==> config.mk <==
export PLATFORM = sky130hd
export DESIGN_NAME = play_engine
export DESIGN_NICKNAME = d
export VERILOG_FILES = /design/src/rtl/play_engine_pkg.sv /design/src/rtl/play_engine.sv
export SDC_FILE = /design/constraint.sdc
export NUM_CORES = 1
export LEC_CHECK = 0
export BUFFER_PORTS_ARGS = -buffer_cell sky130_fd_sc_hd__clkbuf_2
export CAP_MARGIN = 20
export CORE_ASPECT_RATIO = 1.1
export CORE_MARGIN = 2
export CORE_UTILIZATION = 35
export DETAILED_ROUTE_END_ITERATION = 8
export MAX_ROUTING_LAYER = met4
export SYNTH_ARGS = -nofsm -noshare
export SYNTH_HDL_FRONTEND = slang
export SYNTH_SLANG_ARGS = --single-unit
==> constraint.sdc <==
create_clock -name i_clk -period 3.15 [get_ports i_clk]
set_input_delay 0.4725 -clock i_clk [delete_from_list [all_inputs] [get_ports i_clk]]
set_output_delay 0.4725 -clock i_clk [all_outputs]
set_load 0.05 [all_outputs]
==> src/rtl/play_engine_pkg.sv <==
// Shared audio defines: chunk map, controller state encodings and the play engine state type.
package play_engine_pkg;

  localparam int unsigned SramAddrW   = 23;
  localparam int unsigned NumChunks   = 4;
  localparam int unsigned CHUNK_LEN   = 262144;

  // Chunk base word addresses in SRAM.
  localparam logic [SramAddrW-1:0] ChunkBase [NumChunks] = '{
    23'h000000, 23'h040000, 23'h080000, 23'h0C0000
  };

  typedef enum logic [1:0] {
    CtrlIdle,
    CtrlRecord,
    CtrlPlay,
    CtrlErase
  } ctrl_state_t;

  typedef enum logic [2:0] {
    StIdle,
    StFetch,
    StReady,
    StDone,
    StRelease
  } play_state_t;

  function automatic logic [SramAddrW-1:0] chunk_base(input logic [1:0] idx);
    return ChunkBase[idx];
  endfunction

endpackage

==> src/rtl/play_engine.sv <==
// Play handshake responder: fetches one SRAM chunk word by word and hands each
// sample to the DAC path on its frame strobe.
module play_engine
  import play_engine_pkg::*;
#(
  parameter int unsigned ADDR_W    = 23,
  parameter int unsigned DATA_W    = 16,
  parameter int unsigned LEN_W     = 20,
  parameter int unsigned CHUNK_LEN = play_engine_pkg::CHUNK_LEN
) (
  input  logic              i_clk,
  input  logic              i_rst,
  input  logic              play_start,
  input  logic [ADDR_W-1:0] play_select,
  input  logic              play_stop,
  input  logic              play_pause,
  output logic              play_done,
  output logic              mem_req,
  output logic [ADDR_W-1:0] mem_addr,
  input  logic              mem_ack,
  input  logic [DATA_W-1:0] mem_rdata,
  input  logic              dac_req,
  output logic [DATA_W-1:0] o_sample,
  output logic              o_valid,
  output logic [7:0]        o_underrun,
  output logic              o_busy
);

  play_state_t       state_q, state_d;
  logic [ADDR_W-1:0] base_q, base_d;
  logic [LEN_W-1:0]  ptr_q, ptr_d;
  logic [DATA_W-1:0] buf_q, buf_d;
  logic [DATA_W-1:0] sample_q, sample_d;
  logic              valid_q, valid_d;
  logic [7:0]        under_q, under_d;
  logic              stop_pend_q, stop_pend_d;
  logic              done_q, done_d;
  logic              stop_req;

  // Losing the start level is treated exactly like an explicit stop.
  assign stop_req = play_stop | ~play_start;

  always_comb begin
    state_d     = state_q;
    base_d      = base_q;
    ptr_d       = ptr_q;
    buf_d       = buf_q;
    sample_d    = sample_q;
    valid_d     = 1'b0;
    under_d     = under_q;
    stop_pend_d = stop_pend_q;
    done_d      = (state_q == StDone);
    mem_req     = 1'b0;
    mem_addr    = '0;

    unique case (state_q)
      StIdle: begin
        if (play_start) begin
          base_d      = play_select;
          ptr_d       = '0;
          under_d     = 8'd0;
          stop_pend_d = 1'b0;
          state_d     = StFetch;
        end
      end
      StFetch: begin
        mem_req  = 1'b1;
        mem_addr = base_q + ADDR_W'(ptr_q);
        if (stop_req) stop_pend_d = 1'b1;
        if (dac_req && !play_pause && (under_q != 8'hFF)) under_d = under_q + 8'd1;
        // The request is completed even when a stop arrives mid-transaction.
        if (mem_ack) begin
          buf_d   = mem_rdata;
          ptr_d   = ptr_q + LEN_W'(1);
          state_d = (stop_pend_q || stop_req) ? StDone : StReady;
        end
      end
      StReady: begin
        if (stop_req) begin
          state_d = StDone;
        end else if (!play_pause && dac_req) begin
          sample_d = buf_q;
          valid_d  = 1'b1;
          state_d  = (ptr_q == LEN_W'(CHUNK_LEN)) ? StDone : StFetch;
        end
      end
      StDone: begin
        sample_d = '0;
        state_d  = StRelease;
      end
      StRelease: begin
        // Hold off until the controller drops start so it cannot retrigger.
        if (!play_start) begin
          stop_pend_d = 1'b0;
          state_d     = StIdle;
        end
      end
      default: state_d = StIdle;
    endcase
  end

  always_ff @(posedge i_clk or posedge i_rst) begin
    if (i_rst) begin
      state_q     <= StIdle;
      base_q      <= '0;
      ptr_q       <= '0;
      buf_q       <= '0;
      sample_q    <= '0;
      valid_q     <= 1'b0;
      under_q     <= 8'd0;
      stop_pend_q <= 1'b0;
      done_q      <= 1'b0;
    end else begin
      state_q     <= state_d;
      base_q      <= base_d;
      ptr_q       <= ptr_d;
      buf_q       <= buf_d;
      sample_q    <= sample_d;
      valid_q     <= valid_d;
      under_q     <= under_d;
      stop_pend_q <= stop_pend_d;
      done_q      <= done_d;
    end
  end

  assign play_done  = done_q;
  assign o_sample   = sample_q;
  assign o_valid    = valid_q;
  assign o_underrun = under_q;
  assign o_busy     = (state_q == StFetch) || (state_q == StReady);

endmodule

==> flow_metrics.env <==
export IMPL_drc=0
export IMPL_synth_top_area_frac=0.452
export IMPL_hold_violations=0
export IMPL_async_reset_ff_frac=1.00
export IMPL_syn_area_mm2=0.00493
export IMPL_regArea_mm2=0.00223
export IMPL_synth_ff_type="dfrtp_1"
export IMPL_max_cap_viol_count=0
export IMPL_viasPerCell=5.01
export IMPL_core_mm2=0.0138
export IMPL_p_leak_uw=0.00307
export IMPL_path_max_fanout=2
export IMPL_skew_ps=6.62
export IMPL_slowest_stage="dfrtp_2"
export IMPL_routedWlPerCell_um=14.6
export IMPL_synth_commonest_cells="dfrtp_1, nor2_1, mux2_2"
export IMPL_cts_hold_buf=0
export IMPL_critPathBufInv=1
export IMPL_synthTopCellsByArea="dfrtp_1, mux2_2, ha_1"
export IMPL_numCtsBuffers=9
export IMPL_cp_arrival_ps=2970
export IMPL_crit_family="compound AO/OA/AOI/OAI gates"
export IMPL_power_switching_uw=2890
export IMPL_p_comb_frac=0.525
export IMPL_io_buffers=96
export IMPL_vias=3995
export IMPL_yosys_warnings=0
export IMPL_grt_max_degree=60
export IMPL_rr_startpoint="state_q[0]"
export IMPL_setup_tns_ps=-1480
export IMPL_maxUsedRoutingLayer="met4"
export IMPL_critical_path_max_stage_delay_ps=420
export IMPL_drtAntennaViolNets=0
export IMPL_finish_instance_area_mm2=0.00645
export IMPL_synth_nets=551
export IMPL_syn_instance_count=481
export IMPL_ios=97
export IMPL_chipWidth_um=117
export IMPL_cts_tree="done"
export IMPL_utilization=0.467
export IMPL_fin_nets=674
export IMPL_path_clk_slew_ps=60
export IMPL_multiInputGateArea_mm2=0.00276
export IMPL_r2r_end="ptr_q[14]"
export IMPL_fmax_ghz=0.291
export IMPL_internal_power_uw=3580
export IMPL_drt_iter0_drc=172
export IMPL_dp_hpwl_um=8660
export IMPL_overflow=0
export IMPL_r2r_slack_ps=890
export IMPL_die_h_um=128
export IMPL_grt_pass1_vias=4023
export IMPL_reg2reg_depth=6
export IMPL_yosys_area_top_type="dfrtp_1"
export IMPL_power_density_mw_per_mm2=1000
export IMPL_yosysMostFrequentCell="dfrtp_1"
export IMPL_finalMaxSlewViolations=0
export IMPL_syn_to_final_growth_pct=30.8
export IMPL_clk_path_buf_depth=2
export IMPL_holdCritPathClass="primary input to async pin"
export IMPL_p_clk_frac=0.192
export IMPL_critPathLaunch="ptr_q[0]"
export IMPL_synth_seq_area_share=0.452
export IMPL_violations="negative setup slack"
export IMPL_setup_viol=8
export IMPL_critPathCaptureType="output pin"
export IMPL_postSynthAreaPerCell_um2=10.2
export IMPL_crit_chain="ha_4, fa_2, a21o_1, a221oi_4, nor4_2, or3_4, a221oi_2, xor2_1, nor2_4, buf_8"
export IMPL_fin_crit_sh=1.09
export IMPL_rsz0062_at_grt="yes"
export IMPL_worst_pin_slew_ps=590
export IMPL_wl_met2_um=5480
export IMPL_worst_slack_ps=-290
export IMPL_outcome="finished, violations left"
export IMPL_startpoint_type="flop"
export IMPL_p_sw_frac=0.447
export IMPL_cp_required_ps=2680
export IMPL_die_area_mm2=0.0151
export IMPL_gr_usage_all_layers=0.167
export IMPL_synth_edf_count=0
export IMPL_antenna_cells=0
export IMPL_fillers=1305
export IMPL_h_tree_depth=3
export IMPL_clock_sinks=89
export IMPL_clock_latency_ps=350
export IMPL_grt_pass1_wl_um=19100
export IMPL_initial_utilization=0.357
export IMPL_place_congestion=0.874
export IMPL_routed_wl_met3_um=518
export IMPL_dp_slack_ps=-62.2
export IMPL_finalCriticalPeriod_ps=3440
export IMPL_drtPass1Iterations=4
export IMPL_place_area_mm2=0.00584
export IMPL_relSlewSlack=0.605
export IMPL_num_rows=45
export IMPL_ir_drop_mv=0.336
export IMPL_wl_met1_um=5390
export IMPL_antenna_found_initial=0
export IMPL_ys_ff_latch=89
export IMPL_ys_types=52
export IMPL_crit_type="flop to output pin"
export IMPL_drive_above_1_share=0.363
export IMPL_root_buffer="clkbuf_16"
export IMPL_p_seq_frac=0.283
export IMPL_wl_um=11600
area by class of cell:
type                    count  share of cell area
well taps                 188              0.0365
inverters                  12             0.00718
repair buffers            126               0.128
flip-flops and latches     89               0.346
multi-input cells         366               0.429
clock buffers              11              0.0376
clock inverters             5              0.0159
flip-flops by register name, indices dropped and copies added (netlist names):
register and cells:
stop_pend_q 1, buf_q 16, ptr_q 20, play_done 1, o_underrun 8, base_q 23
state_q 3, o_sample 16, o_valid 1
metrics by stage:
| step | hold slack, ps | power, µW | cells |
|---|---|---|---|
| finish | 130 | 6470 | 797 |
| global route | 171 | 6880 | 797 |
| CTS | 327 | 6440 | 793 |
| detailed placement | 487 | 5050 | 773 |
| global placement | 477 | 4980 | 773 |
| floorplan | 468 | 4190 | 481 |
power groups by stage:
stage	sequential (µW)	clock, µW	combinational, µW
2_1_floorplan	1980	0	2210
4_1_cts	1830	1280	3330
6_report	1830	1240	3400
5_1_grt	1890	1320	3680
3_5_place_dp	1840	0	3220
3_3_place_gp	1820	0	3150
routing by layer:
| metal | global-route usage | vias up |
|---|---|---|
| met5 | - | - |
| met4 | 0.0657 | 0 |
| met3 | 0.0301 | 21 |
| met2 | 0.264 | 118 |
| met1 | 0.213 | 1893 |
| li1 | - | 1963 |
worst max-delay path by stage:
| stage | slack, ps | to | depth (start not counted) |
|---|---|---|---|
| 6_report | -290 | mem_addr[18] | 10 |
| 5_1_grt | -430 | mem_addr[18] | 10 |
| 4_1_cts | -340 | mem_addr[18] | 10 |
| 3_5_place_dp | -60 | mem_addr[18] | 10 |
| 3_3_place_gp | -40 | mem_addr[18] | 10 |
| 2_1_floorplan | -30 | mem_addr[16] | 9 |
layout by cell type, fill, tap and decap left out, types with 4 or more instances in the layout:
cell type,instances
nand2b_1,4
a21o_1,10
buf_4,29
nand3_1,14
o211ai_1,4
nor3_1,7
a22o_1,8
inv_1,9
xor2_1,22
nand2_1,31
ha_1,17
o21ai_0,18
a21oi_2,4
nor4_1,4
ha_4,4
mux2_2,39
mux2i_1,8
a21oi_1,20
buf_12,4
clkbuf_16,9
o21ai_1,5
xnor2_1,12
dfrtp_1,88
and3_1,9
clkbuf_2,83
or3_1,6
nand4_1,9
nor2_1,59
repair_timing:
item,in CTS,in global routing
resized for setup,27,21
pin swaps,16,10
buffers inserted,4,3
endpoints found under the setup margin,13,13
kinds of logic (layout without fill, tap and decap cells):
| kind of cell | count (synthesis) | count (layout) | synth area share |
|---|---|---|---|
| multiplexers | 48 | 48 | 0.107 |
| XOR/XNOR | 35 | 35 | 0.0622 |
| flip-flops | 89 | 89 | 0.452 |
| adder cells (fa/ha/maj) | 24 | 24 | 0.0624 |
| AO/OA/AOI/OAI | 90 | 90 | 0.123 |
| buffers and inverters | 26 | 154 | 0.0213 |
| AND/OR/NAND/NOR | 169 | 169 | 0.172 |
Power figures use the tool's default switching activity.
